**config.mk**
```make
export PLATFORM = sky130hd
export DESIGN_NAME = read_empty_ctrl_flat
export DESIGN_NICKNAME = d
export VERILOG_FILES = /design/src/rtl/read_empty_ctrl_if.sv /design/src/rtl/read_empty_ctrl.sv /design/src/flat_wrapper.sv
export SDC_FILE = /design/constraint.sdc
export NUM_CORES = 1
export LEC_CHECK = 0
export ABC_AREA = 1
export BUFFER_PORTS_ARGS = -buffer_cell sky130_fd_sc_hd__buf_2
export CORE_MARGIN = 10
export CORE_UTILIZATION = 54
export DETAILED_ROUTE_END_ITERATION = 16
export GPL_ROUTABILITY_DRIVEN = 1
export HOLD_SLACK_MARGIN = 0.03
export MAX_ROUTING_LAYER = met4
export PLACE_DENSITY_LB_ADDON = 0.3
export SLEW_MARGIN = 20
export SYNTH_ARGS = -nofsm -noshare
export SYNTH_HDL_FRONTEND = slang
export SYNTH_SLANG_ARGS = --single-unit
```
**constraint.sdc**
```tcl
create_clock -name read_clk -period 2.6 [get_ports read_clk]
set_input_delay 0.39 -clock read_clk [delete_from_list [all_inputs] [get_ports read_clk]]
set_output_delay 0.39 -clock read_clk [all_outputs]
set_load 0.03 [all_outputs]
```
**src/rtl/read_empty_ctrl_if.sv**
```systemverilog
// Read-side FIFO pointer bundle: request and write pointer in, address/pointer/flags out.
// The master modport is the read-domain consumer; the slave modport is read_empty_ctrl.
interface read_empty_ctrl_if #(
    parameter int ADDR_SIZE = 4
);
    logic                 read_inc;
    logic [ADDR_SIZE:0]   write_ptr;
    logic [ADDR_SIZE-1:0] read_addr;
    logic [ADDR_SIZE:0]   read_ptr;
    logic                 empty;
    logic                 almost_empty;
    logic [ADDR_SIZE:0]   read_level;
    logic                 underflow;

    modport master (
        output read_inc,
        output write_ptr,
        input  read_addr,
        input  read_ptr,
        input  empty,
        input  almost_empty,
        input  read_level,
        input  underflow
    );

    modport slave (
        input  read_inc,
        input  write_ptr,
        output read_addr,
        output read_ptr,
        output empty,
        output almost_empty,
        output read_level,
        output underflow
    );
endinterface

```
**src/rtl/read_empty_ctrl.sv**
```systemverilog
// Read-domain pointer and empty/level controller of the async FIFO: synchronizes the
// Gray write pointer, advances the binary/Gray read pointer and registers every flag.
module read_empty_ctrl #(
    parameter int ADDR_SIZE = 4,
    parameter int AE_LEVEL  = 2
) (
    input  logic               read_clk,
    input  logic               read_reset,
    read_empty_ctrl_if.slave   bus
);
    localparam int PW = ADDR_SIZE + 1;

    logic [PW-1:0] wsync1;
    logic [PW-1:0] wsync2;
    logic [PW-1:0] bin;
    logic [PW-1:0] gray;
    logic          empty_q;
    logic          almost_empty_q;
    logic [PW-1:0] level_q;
    logic          underflow_q;

    logic          read_ok;
    logic [PW-1:0] next_bin;
    logic [PW-1:0] next_gray;
    logic [PW-1:0] wbin;
    logic [PW-1:0] next_level;
    logic          next_empty;
    logic          next_almost_empty;

    // Two-flop synchronizer; write_ptr moves one bit per write edge, so any sample is valid.
    always_ff @(posedge read_clk or negedge read_reset) begin
        if (!read_reset) begin
            wsync1 <= '0;
            wsync2 <= '0;
        end else begin
            wsync1 <= bus.write_ptr;
            wsync2 <= wsync1;
        end
    end

    always_comb begin
        read_ok   = bus.read_inc & ~empty_q;
        next_bin  = bin + {{(PW-1){1'b0}}, read_ok};
        next_gray = (next_bin >> 1) ^ next_bin;

        wbin         = '0;
        wbin[PW-1]   = wsync2[PW-1];
        for (int i = PW - 2; i >= 0; i--) begin
            wbin[i] = wbin[i+1] ^ wsync2[i];
        end

        // Lagging write pointer makes this level conservative: it can only under-report.
        next_level        = wbin - next_bin;
        next_empty        = (next_gray == wsync2);
        next_almost_empty = (next_level <= PW'(AE_LEVEL));
    end

    always_ff @(posedge read_clk or negedge read_reset) begin
        if (!read_reset) begin
            bin            <= '0;
            gray           <= '0;
            empty_q        <= 1'b1;
            almost_empty_q <= 1'b1;
            level_q        <= '0;
            underflow_q    <= 1'b0;
        end else begin
            bin            <= next_bin;
            gray           <= next_gray;
            empty_q        <= next_empty;
            almost_empty_q <= next_almost_empty;
            level_q        <= next_level;
            if (bus.read_inc && empty_q) begin
                underflow_q <= 1'b1;
            end
        end
    end

    assign bus.read_addr    = bin[ADDR_SIZE-1:0];
    assign bus.read_ptr     = gray;
    assign bus.empty        = empty_q;
    assign bus.almost_empty = almost_empty_q;
    assign bus.read_level   = level_q;
    assign bus.underflow    = underflow_q;
endmodule

```
**src/flat_wrapper.sv**
```systemverilog
// flat-port wrapper written by rule: the top's interface ports become plain ports
module read_empty_ctrl_flat 
#(
    parameter int ADDR_SIZE = 4,
    parameter int AE_LEVEL  = 2
)
  (read_clk, read_reset, bus_read_inc, bus_write_ptr, bus_read_addr, bus_read_ptr, bus_empty, bus_almost_empty, bus_read_level, bus_underflow);
  read_empty_ctrl_if #(.ADDR_SIZE(ADDR_SIZE)) bus_i ();
  input  logic read_clk;
  input  logic read_reset;
  input wire logic [$bits(bus_i.read_inc)-1:0] bus_read_inc;
  input wire logic [$bits(bus_i.write_ptr)-1:0] bus_write_ptr;
  output wire logic [$bits(bus_i.read_addr)-1:0] bus_read_addr;
  output wire logic [$bits(bus_i.read_ptr)-1:0] bus_read_ptr;
  output wire logic [$bits(bus_i.empty)-1:0] bus_empty;
  output wire logic [$bits(bus_i.almost_empty)-1:0] bus_almost_empty;
  output wire logic [$bits(bus_i.read_level)-1:0] bus_read_level;
  output wire logic [$bits(bus_i.underflow)-1:0] bus_underflow;
  assign bus_i.read_inc = bus_read_inc;
  assign bus_i.write_ptr = bus_write_ptr;
  assign bus_read_addr = bus_i.read_addr;
  assign bus_read_ptr = bus_i.read_ptr;
  assign bus_empty = bus_i.empty;
  assign bus_almost_empty = bus_i.almost_empty;
  assign bus_read_level = bus_i.read_level;
  assign bus_underflow = bus_i.underflow;
  read_empty_ctrl #(.ADDR_SIZE(ADDR_SIZE), .AE_LEVEL(AE_LEVEL)) u_core (.read_clk(read_clk), .read_reset(read_reset), .bus(bus_i));
endmodule
```
=== Yosys cells after proc, flatten, opt, wreduce, memory -nomap -nowiden ===
Cells that the tools add are included.

* Add/sub/neg operators: 2
* Magnitude comparators: 1
* Equal/unequal tests: 1
* Bitwise gates (word level): 7
* Reduce and logical (&&, ||, !) cells: 1

{| class="wikitable"
|+ Operator list
! kind !! number
|-
| 5-bit by 1-bit adder with 5-bit output || 1
|-
| 5-bit equality test || 1
|-
| 5-bit by 2-bit less-or-equal comparator with 1-bit output, second input constant || 1
|-
| 5-bit subtractor || 1
|-
| 4-bit by 5-bit bitwise XOR with 5-bit output || 1
|-
| 1-bit bitwise XOR || 4
|-
| 1-bit bitwise AND || 1
|-
| 1-bit logical AND || 1
|-
| 1-bit NOT || 1
|}

* Bits in registers: 28
* Input bits: 8
* Output and inout bits: 17
* Word-level logic and storage cells: 20

=== Longest topological paths before layout ===
* Depth in word-level cells: 6
* Mapped depth: 16
* Depth with buffers taken out: 16

=== Worst setup path after synthesis ===
No wires, ideal clock.

* Path kind: register to register
* Start: register u_core.wsync2[3]
* End: register u_core.almost_empty_q, in the netlist u_core.bus.almost_empty
* Library setup time: 0.064 ns
* Arrival time: 2.066 ns
* Data required time: 2.536 ns
* Setup slack: 0.469 ns
* Stages on the path, launching flop included: 17
* Buffers on the path: 0
* Period minus slack after synthesis: 2.131 ns
* Cell sequence: dfrtp_1 inv_1 nand2_1 nand3_1 nand2_2 xor2_2 xor2_1 ha_1 inv_1 fa_1 nand2_1 inv_1 nand3_1 nand2_1 nand2_1 nand2_2 nor2_2

* Cells in the longest elaborated chain, start to end: 6

{| class="wikitable"
|+ Ends and longest elaborated chain
! item !! RTL line !! source
|-
| start, declared || read_empty_ctrl.sv:14 || <nowiki>logic [PW-1:0] wsync2;</nowiki>
|-
| start signal, assigned || read_empty_ctrl.sv:37 || <nowiki>wsync2 <= wsync1;</nowiki>
|-
| 1-bit bitwise XOR * || read_empty_ctrl.sv:49 || <nowiki>wbin[i] = wbin[i+1] ^ wsync2[i];</nowiki>
|-
| 1-bit bitwise XOR (3 in a row) || read_empty_ctrl.sv:49 ||
|-
| 5-bit subtractor * || read_empty_ctrl.sv:53 || <nowiki>next_level = wbin - next_bin;</nowiki>
|-
| via u_core.next_level[4] || read_empty_ctrl.sv:26 || <nowiki>logic [PW-1:0] next_level;</nowiki>
|-
| 5-bit by 2-bit less-or-equal comparator with 1-bit output * || read_empty_ctrl.sv:55 || <nowiki>next_almost_empty = (next_level <= PW'(AE_LEVEL));</nowiki>
|-
| via u_core.next_almost_empty || read_empty_ctrl.sv:28 || <nowiki>logic next_almost_empty;</nowiki>
|-
| end signal, assigned || read_empty_ctrl.sv:70 || <nowiki>almost_empty_q <= next_almost_empty;</nowiki>
|-
| end, declared || read_empty_ctrl.sv:18 || <nowiki>logic almost_empty_q;</nowiki>
|}

The timed path passes the listed nets; every way through them passes the cells marked *.
A chain may end at the register's enable or synchronous reset.

=== Worst setup path in the final report ===
Same ends and word-level chain as after synthesis.

==> run summary <==
worst slew pin tran: 0.559 ns
vias in the first global route: 989
Peak VDD IR: 0.750 mV
CP Max Fanout: 4
Post-synth ARST share: 100%
clk_lat worst skew: 0.31 ns
width of the die: 69.5 um
drt pass-1 iters: 4
Clock Tree Buf Depth: 2
RR Startpoint: u_core.wsync2[3]
clock sinks: 27
Tot Pwr: 1.96 mW
via count: 970
Filler cells: 186
period utilization: 93.1%
DPL Wire Length: 2000 um
Final Skew: 0.00535 ns
Resized cells post-CTS: 0
Final Hold Viols: 0
Max-slew headroom: 62.8%
CTS Root Cell: clkbuf_4
status: finished, final reports clean
endpoint type of the worst setup path: register
synth top area cells: dfrtp_1, nand2_1, nand2_2, ha_1, nand3_1
fin. max-slew vios: 0
EDFF count, synth: 0
Final min period: 2.42 ns
Worst EP required: 2.87 ns
P per Cell Area: 1310 nW/um^2
end of the worst register-to-register path: u_core.bus.almost_empty
final setup vio count: 0
sequential area share after synthesis: 51.2%
Net count, final: 186
Synth Register Bits: 27
Hold Path Class: input port to asynchronous set/reset pin
R2R cell count: 16
Routed Antenna Nets: 0
vias per std cell: 4.90
top_reg_cell synth: dfrtp_1
Ant. Diodes: 0
global-route wire length before repair: 4280 um
Worst setup SP type: register
postcts setup bufs: 0
H-tree Lvls: 1
Core Footprint: 2280 sq um
Crit Path Category: register to register
largest net degree at the start of global routing: 28
Leak: 0.827 nW
Yosys top cell by area: dfrtp_1
number of max-cap violations: 0
GPL Wtd Cong: 0.800
# rows: 17
share of layout cells above drive strength 1: 33.5%
I/O pin count: 25
residual DRC count: 0
Worst-path clk slew: 0.13 ns
number of CTS-inserted buffers: 3
Die H: 69.5 um
CTS tree: done
Port Buffers: 24
drt wl/cell: 12.3 um
Mapped Nets: 158
Setup TNS: 0 ns
Netlist cell types: 21
Detailed Route WL: 2440 um
GRT Residual Overflow: 0
Arrival @ worst endpoint: 2.69 ns
die area: 4830 sq um
pre-CTS WS: 0.206 ns
count leader, synth: nand2_1
Initial Util: 58.2%
initial antenna violation count: 0
P&R area growth vs syn: 13.1%
fmax: 413 MHz
# hold bufs at CTS: 0
synthesized netlist cell count: 143
RSZ-0062 raised after global routing: false
mapped cell area: 1320 sq um
synth warn: 0
top cells by count, synth: nand2_1, dfrtp_1, inv_1, nand2_2, nand3_1
DR iter-0 viols: 31
GRT Total Usage: 10.9%
R2R setup slack: 0.18 ns
post-synth top area share: 47.3%
syn avg cell area: 9.26 sq um
Final WS setup: 0.180 ns
==> how the worst max path moves through the flow <==
| stage | depth (start not counted) | start | end | slack, ns |
|---|---|---|---|---|
| after floorplan | 16 | u_core.wsync2[3] | u_core.bus.almost_empty | 0.47 |
| after global placement | 14 | u_core.wsync2[3] | u_core.bus.almost_empty | 0.32 |
| after detailed placement | 16 | u_core.wsync2[3] | u_core.bus.almost_empty | 0.21 |
| after CTS | 16 | u_core.wsync2[3] | u_core.bus.almost_empty | 0.18 |
| after global routing | 16 | u_core.wsync2[3] | u_core.bus.almost_empty | 0.008 |
| final | 16 | u_core.wsync2[3] | u_core.bus.almost_empty | 0.18 |
==> final cells by class <==
cell class / count / area [sq um] / area share [%]
Sequential cell: 27 / 678 / 45.3
Multi-Input combinational cell: 96 / 567 / 37.8
Inverter: 19 / 71.3 / 4.76
Clock buffer: 4 / 26.3 / 1.75
Timing Repair Buffer: 24 / 120 / 8.02
Tap cell: 28 / 35.0 / 2.34
==> stage by stage <==
stage	instance area [sq um]	cells	utilization [%]	hold WS (ns)
final	1500	198	65.8	0.0406
after global routing	1500	198	65.8	0.0528
after floorplan	1320	143	-	0.0944
after detailed placement	1470	194	64.7	0.335
after global placement	1470	194	64.7	0.331
after CTS	1500	198	65.8	0.0429
==> worst max-delay path, cell delays in order (launching register included) <==
cell and delay [ns]:
dfrtp_1 0.43, inv_1 0.07, nand2_1 0.06, nand3_1 0.12
nand2_2 0.14, xor2_2 0.24, xor2_1 0.18, ha_1 0.16
inv_1 0.05, fa_1 0.41, nand2_1 0.10, inv_1 0.04
nand3_1 0.09, nand2_1 0.06, nand2_1 0.07, nand2_2 0.06
nor2_2 0.08
==> logic make-up (layout without fill, tap and decap cells) <==
kind of cell	count (synthesis)	after routing	synth area share, %
DFF	27	27	51.2
AOI/OAI and AO/OA	4	4	1.99
buffers and inverters	20	47	5.95
and+or+nand+nor	81	81	30.4
adders and majority gates	7	7	7.18
xor gates and xnor gates	4	4	3.21
==> routing by layer <==
metal / GRT usage, % / up-vias / wire length [um]
met4: 5.99 / 0 / 33
met2: 19.1 / 17 / 1280
met1: 11.0 / 451 / 1010
li1: - / 498 / -
met3: 2.14 / 4 / 106
met5: - / - / 0
==> registers in the layout, summed over array words and instances, names as in the netlist <==
register                 cells
u_core.bus.almost_empty      1
u_core.wsync1                5
u_core.bus.read_ptr          4
u_core.wsync2                5
u_core.bus.read_level        5
u_core.bin                   5
u_core.bus.empty             1
u_core.bus.underflow         1
==> cells in the final DEF, fill, tap and decap left out, drive strengths merged, types with 2 or more instances in the layout <==
cell type,count
nand4,2
clkbuf,4
nand2,53
dfstp,2
xor2,4
a21oi,2
nor2,9
inv,19
buf,24
ha,6
dfrtp,25
nand3,16
==> where the power goes <==
group          leakage [nW]  switching (mW)  internal, mW
clock                0.0150           0.110        0.0600
sequential            0.318          0.0874         0.560
combinational         0.495           0.786         0.358
(Power assumes the default switching activity.)
